<file path="config.mk">
export PLATFORM = sky130hd
export DESIGN_NAME = dmem_arbiter
export DESIGN_NICKNAME = d
export VERILOG_FILES = /design/src/rtl/dmem_arb_pkg.sv /design/src/rtl/dmem_arbiter_wait_counter.sv /design/src/rtl/dmem_arbiter.sv
export SDC_FILE = /design/constraint.sdc
export NUM_CORES = 1
export LEC_CHECK = 0
export BUFFER_PORTS_ARGS = -buffer_cell sky130_fd_sc_hd__buf_2
export CORE_UTILIZATION = 30
export DETAILED_ROUTE_END_ITERATION = 8
export GPL_TIMING_DRIVEN = 1
export HOLD_SLACK_MARGIN = 0.05
export MAX_ROUTING_LAYER = met4
export PLACE_DENSITY_LB_ADDON = 0.15
export SLEW_MARGIN = 25
export SYNTH_ARGS = -nofsm -noshare
export SYNTH_HDL_FRONTEND = slang
export SYNTH_SLANG_ARGS = --single-unit
</file>
<file path="constraint.sdc">
create_clock -name clk -period 3.51 [get_ports clk]
set_clock_uncertainty 0.05 [all_clocks]
set_input_delay 0.5265 -clock clk [delete_from_list [all_inputs] [get_ports clk]]
set_output_delay 0.5265 -clock clk [all_outputs]
set_load 0.005 [all_outputs]
</file>
<file path="src/rtl/dmem_arb_pkg.sv">
// dmem_arb_pkg: shared types and default widths for the data-memory arbiter
package dmem_arb_pkg;
    typedef enum logic {ARB_CPU, ARB_FORCE} arb_state_t;
    typedef enum logic {OWN_CPU, OWN_VGA} arb_owner_t;
    localparam int DMEM_AW = 16;
    localparam int DMEM_DW = 16;
endpackage

</file>
<file path="src/rtl/dmem_arbiter_wait_counter.sv">
// arb_wait_counter: saturating up-counter with clear, increment and terminal-count flag
module arb_wait_counter #(
    parameter int W   = 3,
    parameter int SAT = 3
) (
    input  logic         clk,
    input  logic         rst,
    input  logic         clr,
    input  logic         inc,
    output logic [W-1:0] cnt,
    output logic         tc
);
    assign tc = cnt == W'(SAT);
    // count up until SAT, clear has priority
    always_ff @(posedge clk or negedge rst) begin
        if (!rst)
            cnt <= '0;
        else if (clr)
            cnt <= '0;
        else if (inc && !tc)
            cnt <= cnt + 1'b1;
    end
endmodule

</file>
<file path="src/rtl/dmem_arbiter.sv">
// dmem_arbiter: CPU/video arbiter for the single-port data memory (stats via DMEM_ARB_STATS_EN)
module dmem_arbiter
    import dmem_arb_pkg::*;
#(
    parameter int AW       = DMEM_AW,
    parameter int DW       = DMEM_DW,
    parameter int MAX_WAIT = 4
) (
    input  logic          clk,
    input  logic          rst,
    input  logic          cpu_req,
    input  logic          cpu_we,
    input  logic [AW-1:0] cpu_addr,
    input  logic [DW-1:0] cpu_wdata,
    output logic [DW-1:0] cpu_rdata,
    output logic          cpu_rvalid,
    output logic          cpu_stall,
    input  logic          vga_req,
    input  logic [AW-1:0] vga_addr,
    output logic          vga_gnt,
    output logic [DW-1:0] vga_rdata,
    output logic          vga_rvalid,
    output logic [AW-1:0] mem_addr,
    output logic [DW-1:0] mem_data,
    output logic          mem_wren,
`ifdef DMEM_ARB_STATS_EN
    output logic [15:0]   conflict_cnt,
    output logic [15:0]   force_cnt,
`endif
    input  logic [DW-1:0] mem_q
);
    localparam int WW = $clog2(MAX_WAIT + 1);

    arb_state_t     state, state_nxt;
    arb_owner_t     rd_owner;
    logic           rd_pend, rd_go, cpu_gnt, force_slot, wait_tc;
    logic [WW-1:0]  unused_wait_cnt;

    // video denied while CPU granted in normal mode; any grant or idle video clears
    arb_wait_counter #(.W(WW), .SAT(MAX_WAIT - 1)) u_wait (
        .clk (clk),
        .rst (rst),
        .clr (state == ARB_FORCE || !vga_req || vga_gnt),
        .inc (state == ARB_CPU && vga_req && cpu_req),
        .cnt (unused_wait_cnt),
        .tc  (wait_tc)
    );

    // state register
    always_ff @(posedge clk or negedge rst) begin
        if (!rst)
            state <= ARB_CPU;
        else
            state <= state_nxt;
    end

    // a denial at the terminal wait count earns video the next slot
    always_comb begin
        state_nxt = (state == ARB_CPU && vga_req && cpu_req && wait_tc) ? ARB_FORCE : ARB_CPU;
    end

    // grant and memory-port muxing
    always_comb begin
        force_slot = state == ARB_FORCE && vga_req;
        cpu_gnt    = cpu_req && !force_slot;
        vga_gnt    = force_slot || (!cpu_req && vga_req);
        cpu_stall  = force_slot && cpu_req;
        mem_addr   = cpu_gnt ? cpu_addr : vga_gnt ? vga_addr : '0;
        mem_data   = cpu_gnt ? cpu_wdata : '0;
        mem_wren   = cpu_gnt && cpu_we;
        rd_go      = (cpu_gnt && !cpu_we) || vga_gnt;
    end

    // remember who owns the read whose data appears on mem_q next cycle
    always_ff @(posedge clk or negedge rst) begin
        if (!rst) begin
            rd_pend  <= 1'b0;
            rd_owner <= OWN_CPU;
        end else begin
            rd_pend  <= rd_go;
            rd_owner <= vga_gnt ? OWN_VGA : OWN_CPU;
        end
    end

    assign cpu_rvalid = rd_pend && rd_owner == OWN_CPU;
    assign vga_rvalid = rd_pend && rd_owner == OWN_VGA;
    assign cpu_rdata  = cpu_rvalid ? mem_q : '0;
    assign vga_rdata  = vga_rvalid ? mem_q : '0;

`ifdef DMEM_ARB_STATS_EN
    logic unused_conflict_tc, unused_force_tc;

    arb_wait_counter #(.W(16), .SAT(16'hFFFF)) u_conflict (
        .clk (clk),
        .rst (rst),
        .clr (1'b0),
        .inc (cpu_req && vga_req),
        .cnt (conflict_cnt),
        .tc  (unused_conflict_tc)
    );

    arb_wait_counter #(.W(16), .SAT(16'hFFFF)) u_force (
        .clk (clk),
        .rst (rst),
        .clr (1'b0),
        .inc (force_slot),
        .cnt (force_cnt),
        .tc  (unused_force_tc)
    );
`endif
endmodule

</file>
## Word-level counts from Yosys, hierarchy flattened

Index checks and enable logic that the tools add are counted.

- Reductions and logical operators: 22
- Eq/ne operators: 1
- Muxes and demuxes: 9
- Add/sub/neg operators: 1
- Bitwise operators: 2

Operators by type and width:

| kind | count |
|---|---|
| $mux 16 | 5 |
| $logic_and 1x1->1 | 12 |
| $mux 3 | 2 |
| $logic_not 1->1 | 5 |
| $logic_or 1x1->1 | 4 |
| $add 3x1->3 const B | 1 |
| $eq 3x2->1 const B | 1 |
| $mux 1 | 2 |
| $not 1->1 | 2 |
| $reduce_bool 2->1 | 1 |

- Input bits: 69
- Word-level logic and storage cells: 39
- Register bits after elaboration: 6

## Logic depth before layout (Yosys ltp)

Gate-level depths: netlist of the first run.

- Depth after elaboration: 6
- Gate-level depth with buffers: 4

## Modules after synthesis

A second synthesis of the first run with hierarchy kept.

- Cell total of the unflattened synthesis: 105
- Area, all modules: 872.1 sq um

Modules (own cells, without submodules):

| module | area an instance (sq um) | cells an instance | instances | seq. area each (sq um) |
|---|---|---|---|---|
| dmem_arbiter | 694.4 | 90 | 1 | 75.1 |
| arb_wait_counter | 177.7 | 15 | 1 | 75.1 |

## Least setup slack after synthesis of the first run

Ideal clock, no wire load.

- Path type: in2out
- Start point: input port cpu_req
- End point: output port mem_addr[10]
- Arrival: 1.082 ns
- Stages on the path: 4
- Data required time: 2.934 ns
- Setup slack: 1.851 ns
- Cells stage by stage: nand2b_1 buf_6 buf_8 a32o_1

- Cells in the longest elaborated chain, start to end: 5

Ends and longest elaborated chain:

| what | RTL line | source |
|---|---|---|
| from (decl) | dmem_arbiter.sv:11 | `input logic cpu_req,` |
| $logic_not 1->1 | dmem_arbiter.sv:66 | `vga_gnt = force_slot \|\| (!cpu_req && vga_req);` |
| $logic_and 1x1->1 | dmem_arbiter.sv:66 |  |
| $logic_or 1x1->1 | dmem_arbiter.sv:66 |  |
| $mux 16 | dmem_arbiter.sv:68 | `mem_addr = cpu_gnt ? cpu_addr : vga_gnt ? vga_addr : '0;` |
| $mux 16 (*) | dmem_arbiter.sv:68 |  |
| to (decl) | dmem_arbiter.sv:23 | `output logic [AW-1:0] mem_addr,` |

Every way passes the cells marked *; elsewhere a longest branch is shown, timed or not.

## Final worst setup path of the first run

- Start point: input port vga_req
- End point: output port mem_data[13]

- Cells in the longest elaborated chain, start to end: 4

Ends and longest elaborated chain:

| what | RTL line | source |
|---|---|---|
| from (decl) | dmem_arbiter.sv:18 | `input logic vga_req,` |
| $logic_and 1x1->1 | dmem_arbiter.sv:64 | `force_slot = state == ARB_FORCE && vga_req;` |
| $logic_not 1->1 | dmem_arbiter.sv:65 | `cpu_gnt = cpu_req && !force_slot;` |
| $logic_and 1x1->1 | dmem_arbiter.sv:65 |  |
| $mux 16 | dmem_arbiter.sv:69 | `mem_data = cpu_gnt ? cpu_wdata : '0;` |
| to (decl) | dmem_arbiter.sv:24 | `output logic [DW-1:0] mem_data,` |

No other way between the ends.

==> summary.txt, run 1 <==
Floorplan
  • Chip Height: 54.82 µm
  • Core area: 2567 µm²
  • Initial Utilization: 32.60%
  • Die Span X: 54.82 µm
  • Die area: 3005 µm²
  • FP Rows: 18
  • Io pins: 138

Hold path
  • Hold WC Path Type: reg2reg
  • Hold Path Depth: 2

Logic synthesis
  • Yosys reg bits: 6
  • Syn Nets: approximately 170
  • Top cells by area, synth: and2_1 (25%), a32o_1 (19%), dfrtp_1 (18%)
  • Syn avg cell area: 8.288 µm²
  • Synth Warn #: 0
  • Top cell type's share of synthesized area: 25.41%
  • Synthesized instance count: approximately 100
  • Sequential share of the synthesized area: 17.94%
  • Leading area contributor after synthesis: and2_1
  • Post-Syn Area: 837.1 µm²
  • Synth unique cells: 24

GRT
  • Grt ovf: 0
  • Total GRT Usage: between 10% and 20%
  • Largest net degree at the start of global routing: 34
  • Vias in the first global route: 924
  • Initial antenna violation count: 0
  • First-pass GRT wire length: approximately 4.0 mm

STA
  • Setup slack after layout: 1.207 ns
  • Slew margin rel.: between 50% and 60%
  • RSZ-0062 raised after global routing: false
  • Max Slew Vio Count: 0
  • Crit share post-route: 65.62%
  • Tightest Pin Transition: 0.7064 ns
  • Min Tclk post-route: approximately 2.3 ns
  • TNS Setup: 0 ns
  • Final hold vios: 0
  • Max Freq: roughly 430 MHz
  • Final Setup Violations: 0

Final layout
  • Cell area after layout: approximately 1500 µm²
  • Diode count: 0
  • Final #Nets: roughly 300
  • Syn-to-layout area delta: 82.06%
  • Multi-input logic area: around 610 µm²
  • Fill cells: 263
  • Share of cells above drive strength 1: 62.07%
  • Storage element area: ~150 µm²

Outcome
  • Status: complete, no violations

CTS
  • CTS Hold Bufs: 1
  • CTS tree: yes
  • Insertion delay of the later-clocked pin in the worst-skew pair: 0.24 ns
  • H-tree depth: 1
  • Resized cells post-CTS: 0
  • CTS clk-pin slew, worst paths: 0.04 ns
  • Clock root buffer: clkbuf_4
  • Postcts setup bufs: 0
  • Total clock sinks: 6
  • TritonCTS Buffers: 3
  • Maximum root-to-sink buffer count: 2

Placement
  • Placed Area: roughly 1500 µm²
  • Post-DP HPWL: 2.446 mm
  • PortBufs: 137
  • Pre-CTS setup slack: 1.221 ns
  • GPL Wtd Cong: 0.6733

Worst setup path
  • Worst Setup Start Kind: input pin
  • Worst r2r path cells: 2
  • WS Path Type: in2out
  • Crit path largest cell delay: around 0.63 ns
  • CP arrival: between 1.5 and 2 ns
  • Slowest CP cell: a21boi_4
  • Worst path cell trace: buf_2 -> a21boi_4 -> and2_1 -> buf_2
  • Crit Path Max Fanout: 33
  • Critical Path Most Common Cell: buf_2
  • CP Capture Type: output pin
  • Worst EP required: slightly below 3 ns

Route
  • Initial DRC Count: 13
  • Pre-antenna DRT Iters: 4
  • Via count: 1215
  • WL/cell: 11.52 µm
  • Via/cell ratio: 4.637
  • DRT antenna net count: 0
  • WL final: 3.019 mm
  • DRC: 0

Power
  • Leak Pwr: 1.002 nW
  • Maximum resistive drop on vdd: approximately 0.11 mV
  • PD cells: 182.2 nW/µm²

Flow run
  • Max-capacitance violation count: 0
-- worst paths after layout --
kind | slack, ns | to | startpoint
max | 1.21 | mem_data[13] | vga_req
min | 0.48 | u_wait.cnt[1] | u_wait.cnt[1]
max reg2reg | 2.08 | rd_owner | state
min reg2reg | 0.48 | u_wait.cnt[1] | u_wait.cnt[1]
max in group asynchronous | 2.68 | rd_pend | rst
min in group asynchronous | 0.59 | state | rst
-- routing by layer --
layer	track usage [%]	wire [µm]	vias to the layer above	share of wire (%)
met5	-	0	-	0
li1	-	-	631	-
met1	21.16	1181	504	39
met4	5.128	0	0	0
met3	3.333	310	0	10
met2	33.13	1527	80	51
-- report_power, final --
| part | switching [W] | leakage [nW] | total [W] | internal [W] |
|---|---|---|---|---|
| combinational | 0.0000569 | 0.908 | 0.000138 | 0.0000812 |
| sequential | 0.00000557 | 0.0796 | 0.0000777 | 0.0000721 |
| clock | 0.0000234 | 0.0138 | 0.0000620 | 0.0000386 |
| total | 0.0000859 | 1.00 | 0.000278 | 0.000192 |
-- critical path: cells and delay by family --
family          cells  cell delay (ns)
compound gates      1             0.63
buf+inv             2             0.34
simple gates        1             0.23
-- synthesized netlist by cell type --
cell and number:
and2_1 34, a32o_1 16, and3_1 16, dfrtp_1 6
inv_1 3, nor2_1 3, buf_2 2, buf_4 2
clkbuf_1 2, clkbuf_2 2, ha_1 2, a211oi_1 1
a21boi_4 1, a22o_2 1, and2_2 1, and2b_1 1
and3_2 1, buf_6 1, buf_8 1, mux2i_1 1
nand2b_1 1, nand3b_1 1, nor2b_1 1, xor2_1 1
-- through the flow --
| stage | hold slack, ns | power (W) | cells | utilization [%] |
|---|---|---|---|---|
| 5_1_grt | 0.5367 | 0.0003082 | 262 | 59.36 |
| 6_report | 0.4765 | 0.0002777 | 262 | 59.36 |
| 3_5_place_dp | 0.3094 | 0.0002173 | 258 | 58.09 |
| 2_1_floorplan | 0.1809 | 0.0001406 | 101 | - |
| 4_1_cts | 0.4845 | 0.0002838 | 262 | 59.36 |
| 3_3_place_gp | 0.3064 | 0.0002168 | 258 | 58.09 |
-- cell usage in the layout (no fill, tap or decap) --
master / netlist / routed
dlygate4sd3_1: 0 / 1
a22o_2: 1 / 1
a21boi_4: 1 / 1
dfrtp_1: 6 / 6
and2_1: 34 / 34
mux2i_1: 1 / 1
a32o_1: 16 / 16
nor2_1: 3 / 3
clkbuf_4: 0 / 3
and3_2: 1 / 1
nor2b_1: 1 / 1
and2_2: 1 / 1
nand3b_1: 1 / 1
and2b_1: 1 / 1
and3_1: 16 / 16
inv_1: 3 / 3
xor2_1: 1 / 1
buf_2: 2 / 137
a211oi_1: 1 / 1
nand2b_1: 1 / 1
ha_1: 2 / 2
-- flip-flops by register name, summed over array words and instances (netlist names) --
signal / flops
rd_owner: 1
rd_pend: 1
state: 1
u_wait.cnt: 3
-- cell type report --
type,count,area share (%)
tap,30,2.463
timing repair buffer,138,45.65
sequential,6,9.852
inverter,3,0.7389
clock buffer,3,1.478
multi-input combinational,82,39.82
-- kinds of logic after synthesis --
group	share of synthesized area, %
and+or+nand+nor	43.80
buffers and inverters	9.566
AOI/OAI and AO/OA	23.47
DFF	17.94
muxes	1.196
adders and majority gates	2.989
xor gates and xnor gates	1.047
Power figures use the tool's default switching activity.
==> run 2, diff against run 1 <==
--- a/config.mk
+++ b/config.mk
@@ -6,7 +6,7 @@
 export NUM_CORES = 1
 export LEC_CHECK = 0
 export BUFFER_PORTS_ARGS = -buffer_cell sky130_fd_sc_hd__buf_2
-export CORE_UTILIZATION = 30
+export CORE_UTILIZATION = 25
 export DETAILED_ROUTE_END_ITERATION = 8
 export GPL_TIMING_DRIVEN = 1
 export HOLD_SLACK_MARGIN = 0.05
==> constraint.sdc (replaced) <==
create_clock -name clk -period 1.9 [get_ports clk]
set_clock_uncertainty 0.05 [all_clocks]
set_input_delay 0.285 -clock clk [delete_from_list [all_inputs] [get_ports clk]]
set_output_delay 0.285 -clock clk [all_outputs]
set_load 0.005 [all_outputs]
==> run 2 against run 1 <==
Net effect: die area up 19%; clock power increased by 82%; critical path depth unchanged; global-route usage decreased by 3.3 points; combinational power up 93%; critical endpoint is now mem_addr[9]; largest power group unchanged.
==> summary.txt, run 2 (synthesis gave the netlist of run 1 again) <==
Outcome
  • Status: complete, no violations

CTS
  • Total clock sinks: 6
  • Insertion delay of the later-clocked pin in the worst-skew pair: 0.24 ns
  • Postcts setup bufs: 0
  • CTS clk-pin slew, worst paths: 0.04 ns
  • Maximum root-to-sink buffer count: 2
  • TritonCTS Buffers: 3
  • H-tree depth: 1
  • Clock root buffer: clkbuf_4
  • CTS tree: yes

Floorplan
  • Io pins: 138
  • Core area: roughly 3100 µm²
  • FP Rows: 20
  • Chip Height: 59.87 µm
  • Die area: 3584 µm²
  • Die Span X: about 60 µm
  • Initial Utilization: a little over a quarter

GRT
  • Initial antenna violation count: 0
  • Vias in the first global route: between 1000 and 1500
  • Grt ovf: 0
  • Largest net degree at the start of global routing: 34
  • Total GRT Usage: 15.41%
  • First-pass GRT wire length: just over 4 mm

Power
  • Sw frac: 30.69%
  • Maximum resistive drop on vdd: 0.1666 mV
  • Reg power frac: 27.0%
  • Leak Pwr: 1.021 nW
  • PD cells: 330.7 nW/µm²
  • Net Sw Power: 0.0001596 W
  • Cell Int Power: 0.0003605 W
  • Pwr Total: 0.0005201 W
  • Clock network power share: 21.7%
  • Gate power share: between 50% and 60%

STA
  • Final hold vios: 0
  • Final Setup Violations: 0
  • RSZ-0062 raised after global routing: false
  • Setup slack after layout: 0.1534 ns
  • Min Tclk post-route: 1.747 ns
  • Tightest Pin Transition: approximately 0.36 ns
  • WHS: between 0.3 and 0.4 ns
  • Slew margin rel.: 76.06%
  • Max Freq: 572.5 MHz
  • TNS Setup: 0 ns
  • Crit share post-route: around nine tenths
  • Max Slew Vio Count: 0

Final layout
  • Commonest non-fill, non-tap cells in the layout: buf_2 (137), and2_1 (34), a32o_1 (16), and3_1 (16), dfrtp_1 (6)
  • Commonest non-fill, non-tap cell in the layout: buf_2
  • Reg with most FFs: u_wait.cnt
  • Largest register FFs: 3
  • Final #Nets: around 310
  • Fill cells: 336
  • Share of cells above drive strength 1: 63.14%
  • Final core occ: about half
  • Syn-to-layout area delta: 87.89%
  • Diode count: 0

Flow run
  • Max-capacitance violation count: 0

Route
  • WL final: 3.085 mm
  • WL/cell: 11.02 µm
  • Pre-antenna DRT Iters: 4
  • Via count: 1257
  • DRT antenna net count: 0
  • Initial DRC Count: 45
  • DRC: 0
  • Via/cell ratio: 4.489

Placement
  • Post-DP HPWL: 2.538 mm
  • GPL Wtd Cong: 0.7216
  • Pre-CTS setup slack: 0.3274 ns
  • PortBufs: 137

Worst setup path
  • Crit Path Max Fanout: 18
  • CP Capture Type: output pin
  • WS Path Type: reg2out
  • CP arrival: 1.41 ns
  • Worst Setup Start Kind: flop
  • Worst EP required: 1.56 ns

Hold path
  • Hold WC Path Type: in2reg
[run 2: repair_timing]
action / 4_1_cts / 5_1_grt
hold buffers: 1 / 0
hold endpoints to repair: 6 / 0
endpoints found under the setup margin: 0 / 16
gates resized for setup: 0 / 1
[run 2: worst paths after layout]
check                         startpoint            end  slack [ns]  cells after the start
max in group asynchronous            rst       rd_owner        1.29                      2
min                              cpu_req        rd_pend        0.30                      2
max reg2reg                u_wait.cnt[0]  u_wait.cnt[2]        0.62                      4
min reg2reg                u_wait.cnt[1]  u_wait.cnt[1]        0.48                      2
min in group asynchronous            rst  u_wait.cnt[0]        0.37                      2
max                                state    mem_addr[9]        0.15                      4
[run 2: area by class of cell]
cell class                      instances  area, µm²  share of cell area (%)
Clock buffer                            3      22.52                   1.432
Inverter                                3      11.26                  0.7160
Multi-Input combinational cell         82      608.1                   38.66
Sequential cell                         6      150.1                   9.547
Tap cell                               44      55.05                   3.500
Timing Repair Buffer                  142      725.7                   46.14
[run 2: per-layer routing]
metal,GRT usage [%],wire [µm],share of wire (%)
met4,4.983,24,0.78
met1,14.44,1200,39
met5,-,0,0
met2,31.43,1540,50
met3,1.948,319,10
[run 2: critical path: stages, from the launching register on]
cell	delay [ns]
dfrtp_1	0.41
nand2b_1	0.16
buf_4	0.19
a32o_1	0.28
buf_2	0.13
[run 2: power by group through the flow]
stage	logic, W	registers, W	clock network (W)
floorplan	0.000120	0.000140	0
global placement	0.000267	0.000142	0
detailed placement	0.000267	0.000142	0
CTS	0.000269	0.000141	0.000116
global route	0.000297	0.000142	0.000128
finish	0.000267	0.000140	0.000113
[run 2: per-stage QoR]
stage	area, µm²	cells
2_1_floorplan	837.1	101
3_3_place_gp	1539	276
3_5_place_dp	1539	276
4_1_cts	1572	280
5_1_grt	1573	280
6_report	1573	280
